### src/rtl/instruction_fetch.sv
// ---------------------------------------------------------------------------
// instruction_fetch
//
// Purpose: fetches instruction words from a request/ack instruction memory
// into a 2-entry {pc, instruction} buffer and presents the head to a
// valid/ready consumer. Supports redirect (flush + new PC) and, optionally,
// halting when an all-zero word is fetched.
//
// Optional feature macro: FETCH_HALT_ON_ZERO_EN
//   defined   : an acked zero word is not buffered, PC holds, fetch halts
//               (o_halted=1) until i_redirect or i_reset.
//   undefined : zero words are ordinary instructions, o_halted tied 0.
//
// Ports:
//   i_clock        in   rising-edge clock
//   i_reset        in   synchronous active-high reset
//   o_mem_req      out  one-cycle read request pulse
//   o_mem_addr     out  read address (current fetch PC)
//   i_mem_ack      in   read data valid, one pulse per request
//   i_mem_data     in   read data, sampled with i_mem_ack
//   o_valid        out  buffer head holds a deliverable instruction
//   i_ready        in   consumer accepts head this cycle
//   o_instruction  out  head instruction (0 when buffer empty)
//   o_pc           out  address the head instruction came from (0 when empty)
//   i_redirect     in   flush and load i_redirect_pc (one-cycle pulse)
//   i_redirect_pc  in   new PC
//   o_halted       out  fetch stopped on a zero word
// ---------------------------------------------------------------------------
module instruction_fetch #(
  parameter int ADDR_WIDTH = 8,
  parameter int INST_WIDTH = 16,
  parameter logic [ADDR_WIDTH-1:0] RESET_PC = '0
) (
  input  logic                  i_clock,
  input  logic                  i_reset,
  output logic                  o_mem_req,
  output logic [ADDR_WIDTH-1:0] o_mem_addr,
  input  logic                  i_mem_ack,
  input  logic [INST_WIDTH-1:0] i_mem_data,
  output logic                  o_valid,
  input  logic                  i_ready,
  output logic [INST_WIDTH-1:0] o_instruction,
  output logic [ADDR_WIDTH-1:0] o_pc,
  input  logic                  i_redirect,
  input  logic [ADDR_WIDTH-1:0] i_redirect_pc,
  output logic                  o_halted
);

  typedef enum logic [1:0] {
    S_REQUEST = 2'd0,
    S_WAIT    = 2'd1,
    S_HALTED  = 2'd2
  } state_t;

  state_t                state;
  logic [ADDR_WIDTH-1:0] pc;
  logic [1:0]            count;
  // Set when a redirect left a read in flight; its ack must be swallowed.
  logic                  discard;

  // Buffer slot 0 is always the head; slot 1 shifts down on pop.
  logic [ADDR_WIDTH-1:0] pc0, pc1;
  logic [INST_WIDTH-1:0] inst0, inst1;

  logic       pop;
  logic       accept;
  logic       zero_word;
  logic       push;
  logic [1:0] occ_after_pop;
  logic       mem_req;

  assign pop    = (count != 2'd0) && i_ready;
  assign accept = (state == S_WAIT) && i_mem_ack;

`ifdef FETCH_HALT_ON_ZERO_EN
  assign zero_word = accept && (i_mem_data == '0);
`else
  assign zero_word = 1'b0;
`endif

  assign push          = accept && !zero_word;
  assign occ_after_pop = count - {1'b0, pop};

  // Requesting only when a slot is guaranteed free means the ack can always
  // be pushed without back-pressure on the memory side.
  assign mem_req = (state == S_REQUEST) && !discard && !i_reset &&
                   !i_redirect && (occ_after_pop != 2'd2);

  always_ff @(posedge i_clock) begin
    if (i_reset) begin
      state   <= S_REQUEST;
      pc      <= RESET_PC;
      count   <= 2'd0;
      discard <= 1'b0;
    end else if (i_redirect) begin
      state   <= S_REQUEST;
      pc      <= i_redirect_pc;
      count   <= 2'd0;
      // A read is still owed if we were waiting (or already owed one) and
      // its ack is not the one arriving right now.
      discard <= ((state == S_WAIT) || discard) && !i_mem_ack;
    end else begin
      count <= count + {1'b0, push} - {1'b0, pop};
      if (discard && i_mem_ack) begin
        discard <= 1'b0;
      end
      if (push) begin
        pc <= pc + ADDR_WIDTH'(1);
      end
      case (state)
        S_REQUEST: if (mem_req) state <= S_WAIT;
        S_WAIT:    if (accept)  state <= zero_word ? S_HALTED : S_REQUEST;
        S_HALTED:  state <= S_HALTED;
        default:   state <= S_REQUEST;
      endcase
    end
  end

  // Buffer storage; contents are don't-care whenever count says empty.
  always_ff @(posedge i_clock) begin
    if (pop) begin
      pc0   <= pc1;
      inst0 <= inst1;
    end
    if (push) begin
      if (occ_after_pop == 2'd0) begin
        pc0   <= pc;
        inst0 <= i_mem_data;
      end else begin
        pc1   <= pc;
        inst1 <= i_mem_data;
      end
    end
  end

  assign o_mem_req     = mem_req;
  assign o_mem_addr    = pc;
  assign o_valid       = (count != 2'd0);
  assign o_instruction = o_valid ? inst0 : '0;
  assign o_pc          = o_valid ? pc0 : '0;

`ifdef FETCH_HALT_ON_ZERO_EN
  assign o_halted = (state == S_HALTED);
`else
  assign o_halted = 1'b0;
`endif

endmodule
### config.mk
export PLATFORM = sky130hd
export DESIGN_NAME = instruction_fetch
export DESIGN_NICKNAME = d
export VERILOG_FILES = /design/src/rtl/instruction_fetch.sv
export SDC_FILE = /design/constraint.sdc
export NUM_CORES = 1
export LEC_CHECK = 0
export CAP_MARGIN = 20
export CORE_AREA = 2 2 93 95
export DETAILED_ROUTE_END_ITERATION = 8
export DIE_AREA = 0 0 95 97
export PLACE_DENSITY = 0.6
export SYNTH_ARGS = -nofsm -noshare
export SYNTH_HDL_FRONTEND = slang
export SYNTH_SLANG_ARGS = --single-unit
### constraint.sdc
create_clock -name i_clock -period 4.2 [get_ports i_clock]
set_input_delay 0.42 -clock i_clock [delete_from_list [all_inputs] [get_ports i_clock]]
set_output_delay 0.42 -clock i_clock [all_outputs]
set_load 0.05 [all_outputs]
==> impl_results.md, run 1 <==
* Synth Instances at 241
* Clock power frac at 33.3%
* Setup TNS at 0 ns
* Largest family of logic cells by synthesized area: simple AND/OR/NAND/NOR gates
* Remaining global-route overflow at 0
* Initial antenna violation count at 0
* Wirelength, routed at 6184 um
* Synth Area in Compound Gates at 11.91%
* Ratio of cells with drive above 1 in the final layout at 15.03%
* Ant. Diodes at 0
* Worst Setup End Kind: output port
* # rows at 33
* Largest net degree at the start of global routing at 36
* Normalized max-slew margin at 56.15%
* Buffers on Ports at 62
* Die area at 9215 sq um
* Syn Nets at 273
* Drc violations at 0
* Sequential share of the synthesized area at 53.73%
* Most frequent cells in the layout: 62 x clkdlybuf4s50_1, 37 x dfxtp_1, 26 x nor4_1
* Netlist cell types at 38
* Overall routing resource usage at 14.36%
* Net Sw Frac at 27.52%
* Setup violations, final at 0
* Skew-Pair Late Insertion Delay at 0.34 ns
* Final layout net count at 333
* Tot Pwr at 0.001502 W
* Leakage at 1.384 nW
* RSZ-0062 raised after global routing: no
* Crit path DAT at 2.41 ns
* Worst Clk Skew at 0.008776 ns
* Vias per inst at 4.971
* Die Wd at 95 um
* Post-DP HPWL at 3961 um
* Minimum clock period at 2.834 ns
* Initial drt markers at 75
* Mapped Area at 2720 sq um
* # IOs at 64
* FMAX at 352.9 MHz
* Internal at 0.001089 W
* CP bufs+invs at 2
* Register share of total power at 48.4%
* Die Span Y at 97 um
* Routed Antenna Nets at 0
* Initial Utilization at 33.44%
* Cell family with most CP delay: buffers and inverters
* Post-synthesis adder-cell area fraction at 1.380%
* CP startpoint kind: input pin
* Hold WC Path Type: reg -> reg
* Clk sink count at 61
* Worst vdd ir at 0.2077 mV
* Cts hold-fix bufs at 0
* Clock Path Buffers at 2
* P&R area growth vs syn at 33.49%
* Mean area per synthesized cell at 11.29 sq um
* Post-synthesis mux area share at 9.200%
* Fin. Hold Viols at 0
* Post-CTS Setup Bufs at 0
* Post-Synth XOR/XNOR Area at 1.288%
* Slowest stage delay, CP at 0.85 ns
* Simple logic cell fraction of the synthesized area at 18.17%
* Critical path's most frequent cell: clkdlybuf4s50_1
* Routed length per instance at 15.05 um
* Seq cells post-synth at 61
* Vias in the first global route at 2019
* Combinational power share at 18.3%
* Worst-Margin Slew at 0.6571 ns
* WHS at 0.5127 ns
* Worst setup path class: in -> out
* Drt first pass iters at 4
* CTS resizes at 0
* Via count at 2043
* Commonest non-fill, non-tap cell in the layout: clkdlybuf4s50_1
* Slew Limit Fails at 0
* Critical Path, Cell by Cell: clkdlybuf4s50_1 > xnor2_1 > a211o_1 > nor4_1 > clkdlybuf4s50_1
* Crit share post-route at 67.47%
* Clock-pin slew on the worst setup and hold paths at 0.07 ns
* First-pass GRT wire length at 10300 um
* Htree depth at 3
* CTS tree: built
* Switching power total at 0.0004133 W
* Core box area at 8134 sq um
* R2r setup slk at 1.91 ns
* Crit Path Max Fanout at 3
* CTS Root Cell: clkbuf_8
* Max Cap Viol at 0
* Slowest-stage cell, CP: clkdlybuf4s50_1
* Status: finished, final reports clean
* Placer Congestion at 0.7414
* CTS Buf Count at 9
* Warnings, synthesis at 0
* Worst EP required at 3.78 ns
* Pwr Density at 413.7 nW/um^2
final cells by class:
cell class,count,area [sq um]
fillers,795,4503
flip-flops and latches,61,1461
multi-input cells,156,1160
repair buffers,68,669.4
well taps,105,131.4
clock buffers,9,123.9
clock inverters,7,66.31
inverters,5,18.77
through the flow:
step	utilization [%]	area, sq um	std cells	setup WS [ns]
2_1_floorplan	-	2720	241	1.504
3_3_place_gp	42.16	3430	394	1.340
3_5_place_dp	42.16	3430	394	1.360
4_1_cts	44.50	3620	410	1.246
5_1_grt	44.64	3631	411	1.296
6_report	44.64	3631	411	1.366
cells by family after synthesis:
logic type	Yosys count
buf+inv	24
other cells	1
simple gates	82
fa+ha+maj	3
xor+xnor	4
flops	61
mux	25
compound gates	41
power groups by stage:
stage / sequential [W] / combinational [W] / clock (W)
floorplan: 0.000743 / 0.000180 / 0
global placement: 0.000740 / 0.000270 / 0
detailed placement: 0.000740 / 0.000274 / 0
CTS: 0.000728 / 0.000276 / 0.000513
global route: 0.000738 / 0.000298 / 0.000533
finish: 0.000727 / 0.000275 / 0.000500
sequential cells by signal, indices dropped and copies added, names as in the netlist:
signal	cells
count	2
discard	1
inst0	16
inst1	16
o_mem_addr	8
pc0	8
pc1	8
state	2
metal layers:
| layer | routed length (um) | vias to the layer above | GRT usage, % | share of wire (%) |
|---|---|---|---|---|
| met4 | 61 | 0 | 3.679 | 0.99 |
| met5 | 0 | - | 0 | 0 |
| li1 | - | 1016 | - | - |
| met2 | 2786 | 64 | 21.00 | 45 |
| met3 | 391 | 7 | 5.296 | 6.3 |
| met1 | 2945 | 956 | 20.01 | 48 |
Yosys cell counts:
master     instances  area [sq um]
nor4b_1            1         8.760
inv_2              1         3.750
a31oi_1            1         6.260
xor2_1             3         26.28
a211oi_1           3         22.52
or3_1              4         25.02
a211o_1            1         8.760
nor3_1             1         5.000
a21oi_2           20         175.2
nor2b_1           25         156.4
o21ai_1            1         5.000
buf_6              2         22.52
o21ai_0            2         10.01
buf_4              1         7.510
a2111oi_0          1         8.760
a21oi_1            4         20.02
or2b_1             1         7.510
nand2_1            3         11.26
mux2i_1           25         250.2
edfxtp_1          24         720.7
ha_1               3         37.54
nand4b_1           1         8.760
nor4_1            26         162.7
or4_1              2         15.01
nand3_1            3         15.01
nand3b_4           1         20.02
clkbuf_1          12         45.04
o31ai_1            2         15.01
conb_1             1         3.750
dfxtp_1           37         740.7
xnor2_1            1         8.760
nand4_1            1         6.260
nor2_1            12         45.04
inv_1              4         15.01
a311oi_1           5         43.79
nor3b_1            1         7.510
buf_2              4         20.02
o21ai_2            1         8.760
path summary, 6_finish.rpt:
check / start / end / depth (start not counted)
setup reg to reg: count[0]$_SDFF_PP0_ / pc1[3]$_DFFE_PP_ / 4
hold reg to reg: state[1]$_SDFFE_PP0P_ / state[1]$_SDFFE_PP0P_ / 2
hold / removal: state[1]$_SDFFE_PP0P_ / state[1]$_SDFFE_PP0P_ / 2
setup / recovery: i_ready / o_mem_req / 5
worst min-delay path, cell delays in order, from the launching register on:
cell and delay [ns]:
dfxtp_1 0.34, inv_1 0.08, nor4_1 0.05
Power figures use the tool's default switching activity.
==> inputs of run 2 (changes only) <==
--- a/config.mk
+++ b/config.mk
@@ -9,7 +9,7 @@
 export CORE_AREA = 2 2 93 95
 export DETAILED_ROUTE_END_ITERATION = 8
 export DIE_AREA = 0 0 95 97
-export PLACE_DENSITY = 0.6
+export PLACE_DENSITY = 0.62
 export SYNTH_ARGS = -nofsm -noshare
 export SYNTH_HDL_FRONTEND = slang
 export SYNTH_SLANG_ARGS = --single-unit
==> constraint.sdc (replaced) <==
create_clock -name i_clock -period 2.4 [get_ports i_clock]
set_input_delay 0.24 -clock i_clock [delete_from_list [all_inputs] [get_ports i_clock]]
set_output_delay 0.24 -clock i_clock [all_outputs]
set_load 0.05 [all_outputs]
==> impl_results.md, run 2 (synthesis gave the netlist of run 1 again) <==
* Worst vdd ir at 0.3205 mV
* CTS resizes at 0
* Status: finished, final reports clean
* Normalized max-slew margin at 65.95%
* Largest net degree at the start of global routing at 26
* Setup TNS at 0 ns
* # IOs at 64
* Initial drt markers at 81
* Initial antenna violation count at 0
* Die area at 9215 sq um
* Routed wl met3 at 304 um
* Final layout net count at 338
* Pwr Density at 695.0 nW/um^2
* FMAX at 510.1 MHz
* Placer Congestion at 0.8001
* Top Registers: inst0 x16, inst1 x16
* Worst r2r src: state[0]$_SDFFE_PP0P_
* RSZ-0062 raised after global routing: no
* Critical hold path startpoint: i_redirect_pc[1]
* Skew-Pair Late Insertion Delay at 0.33 ns
* Worst Clk Skew at 0.006840 ns
* Cell family with most CP delay: buffers and inverters
* # rows at 33
* Critical Path, Cell by Cell: clkdlybuf4s50_1
* Worst Setup End Kind: output port
* Sequential Area at 1461 sq um
* Slew Limit Fails at 0
* Met1 wire length at 2883 um
* Vias per inst at 4.901
* Routed length per instance at 14.95 um
* Htree depth at 3
* Detail Route met2 WL at 2978 um
* Crit share post-route at 81.68%
* Crit path DAT at 1.72 ns
* Commonest non-fill, non-tap cell in the layout: dfxtp_1
* CP startpoint kind: register
* First-pass GRT wire length at 10260 um
* Ratio of cells with drive above 1 in the final layout at 24.44%
* CTS tree: built
* Die Span Y at 97 um
* Worst-Margin Slew at 0.5102 ns
* Worst setup path class: reg -> out
* Via count at 2039
* Buffers on Ports at 62
* Wirelength, routed at 6220 um
* Leakage at 1.548 nW
* R2r setup slk at 0.55 ns
* Slowest-stage cell, CP: clkdlybuf4s50_1
* Fill count at 726
* Most frequent cells in the layout: 37 x dfxtp_1, 36 x clkdlybuf4s50_1, 26 x buf_12
* Max Cap Viol at 0
* Fin. Hold Viols at 0
* Hold WC Path Type: in -> reg
* Clk sink count at 61
* Drc violations at 0
* Slowest stage delay, CP at 0.87 ns
* CTS Buf Count at 9
* Vias in the first global route at 2052
* Post-CTS Setup Bufs at 0
* Uppermost layer routed: met4
* Minimum clock period at 1.960 ns
* CP bufs+invs at 1
* Remaining global-route overflow at 0
* CTS Root Cell: clkbuf_8
* Core box area at 8134 sq um
* Setup violations, final at 0
* Drt first pass iters at 4
* Multi-input gate area at 1166 sq um
* Clock Path Buffers at 2
* Die Wd at 95 um
* Initial Utilization at 33.44%
* Cts hold-fix bufs at 0
* Overall routing resource usage at 14.33%
* Post-DP HPWL at 4198 um
* Crit. Startpoint: o_mem_addr[0]$_SDFFE_PP0P_
* Routed Antenna Nets at 0
* Ant. Diodes at 0
* Clock-pin slew on the worst setup and hold paths at 0.06 ns
* WHS at 0.4955 ns
* Crit Path Max Fanout at 8
* Worst EP required at 2.16 ns
* P&R area growth vs syn at 45.31%
run 2: path summary, 6_finish.rpt:
path | cells past startpoint | to
min reg2reg | 2 | state[1]$_SDFFE_PP0P_
min | 3 | o_mem_addr[1]$_SDFFE_PP0P_
max reg2reg | 7 | count[1]$_SDFF_PP0_
max | 1 | o_mem_addr[0]
run 2: report_power, final:
part | leakage (nW) | switching, W | internal [W]
logic | 0.919 | 0.000255 | 0.000273
registers | 0.526 | 0.0000714 | 0.00120
clock network | 0.103 | 0.000380 | 0.000568
total | 1.55 | 0.000707 | 0.00204
run 2: layer usage:
layer | up-vias | global-route usage [%]
met5 | - | 0
met4 | 0 | 5.797
met3 | 7 | 3.037
met2 | 55 | 22.97
met1 | 949 | 18.64
li1 | 1028 | -
run 2: layout make-up:
| cell class | instances | area share [%] |
|---|---|---|
| clock buffers | 9 | 3.134 |
| clock inverters | 7 | 2.026 |
| well taps | 105 | 3.324 |
| inverters | 5 | 0.4748 |
| flip-flops and latches | 61 | 36.97 |
| multi-input cells | 156 | 29.50 |
| repair buffers | 73 | 24.56 |
run 2: worst min-delay path, cell delays in order:
cell             delay (ns)
clkdlybuf4s50_1        0.39
nor2_1                 0.09
a211oi_1               0.05
run 2: metrics by stage:
| stage | utilization [%] | setup WS [ns] | area [sq um] | power, W | cells |
|---|---|---|---|---|---|
| floorplan | - | 0.2383 | 2729 | 0.001617 | 241 |
| global placement | 45.90 | 0.3042 | 3734 | 0.001813 | 399 |
| detailed placement | 45.90 | 0.2115 | 3734 | 0.001825 | 399 |
| CTS | 48.41 | 0.08214 | 3938 | 0.002765 | 415 |
| global route | 48.59 | 0.3639 | 3953 | 0.002859 | 416 |
| finish | 48.59 | 0.4396 | 3953 | 0.002747 | 416 |
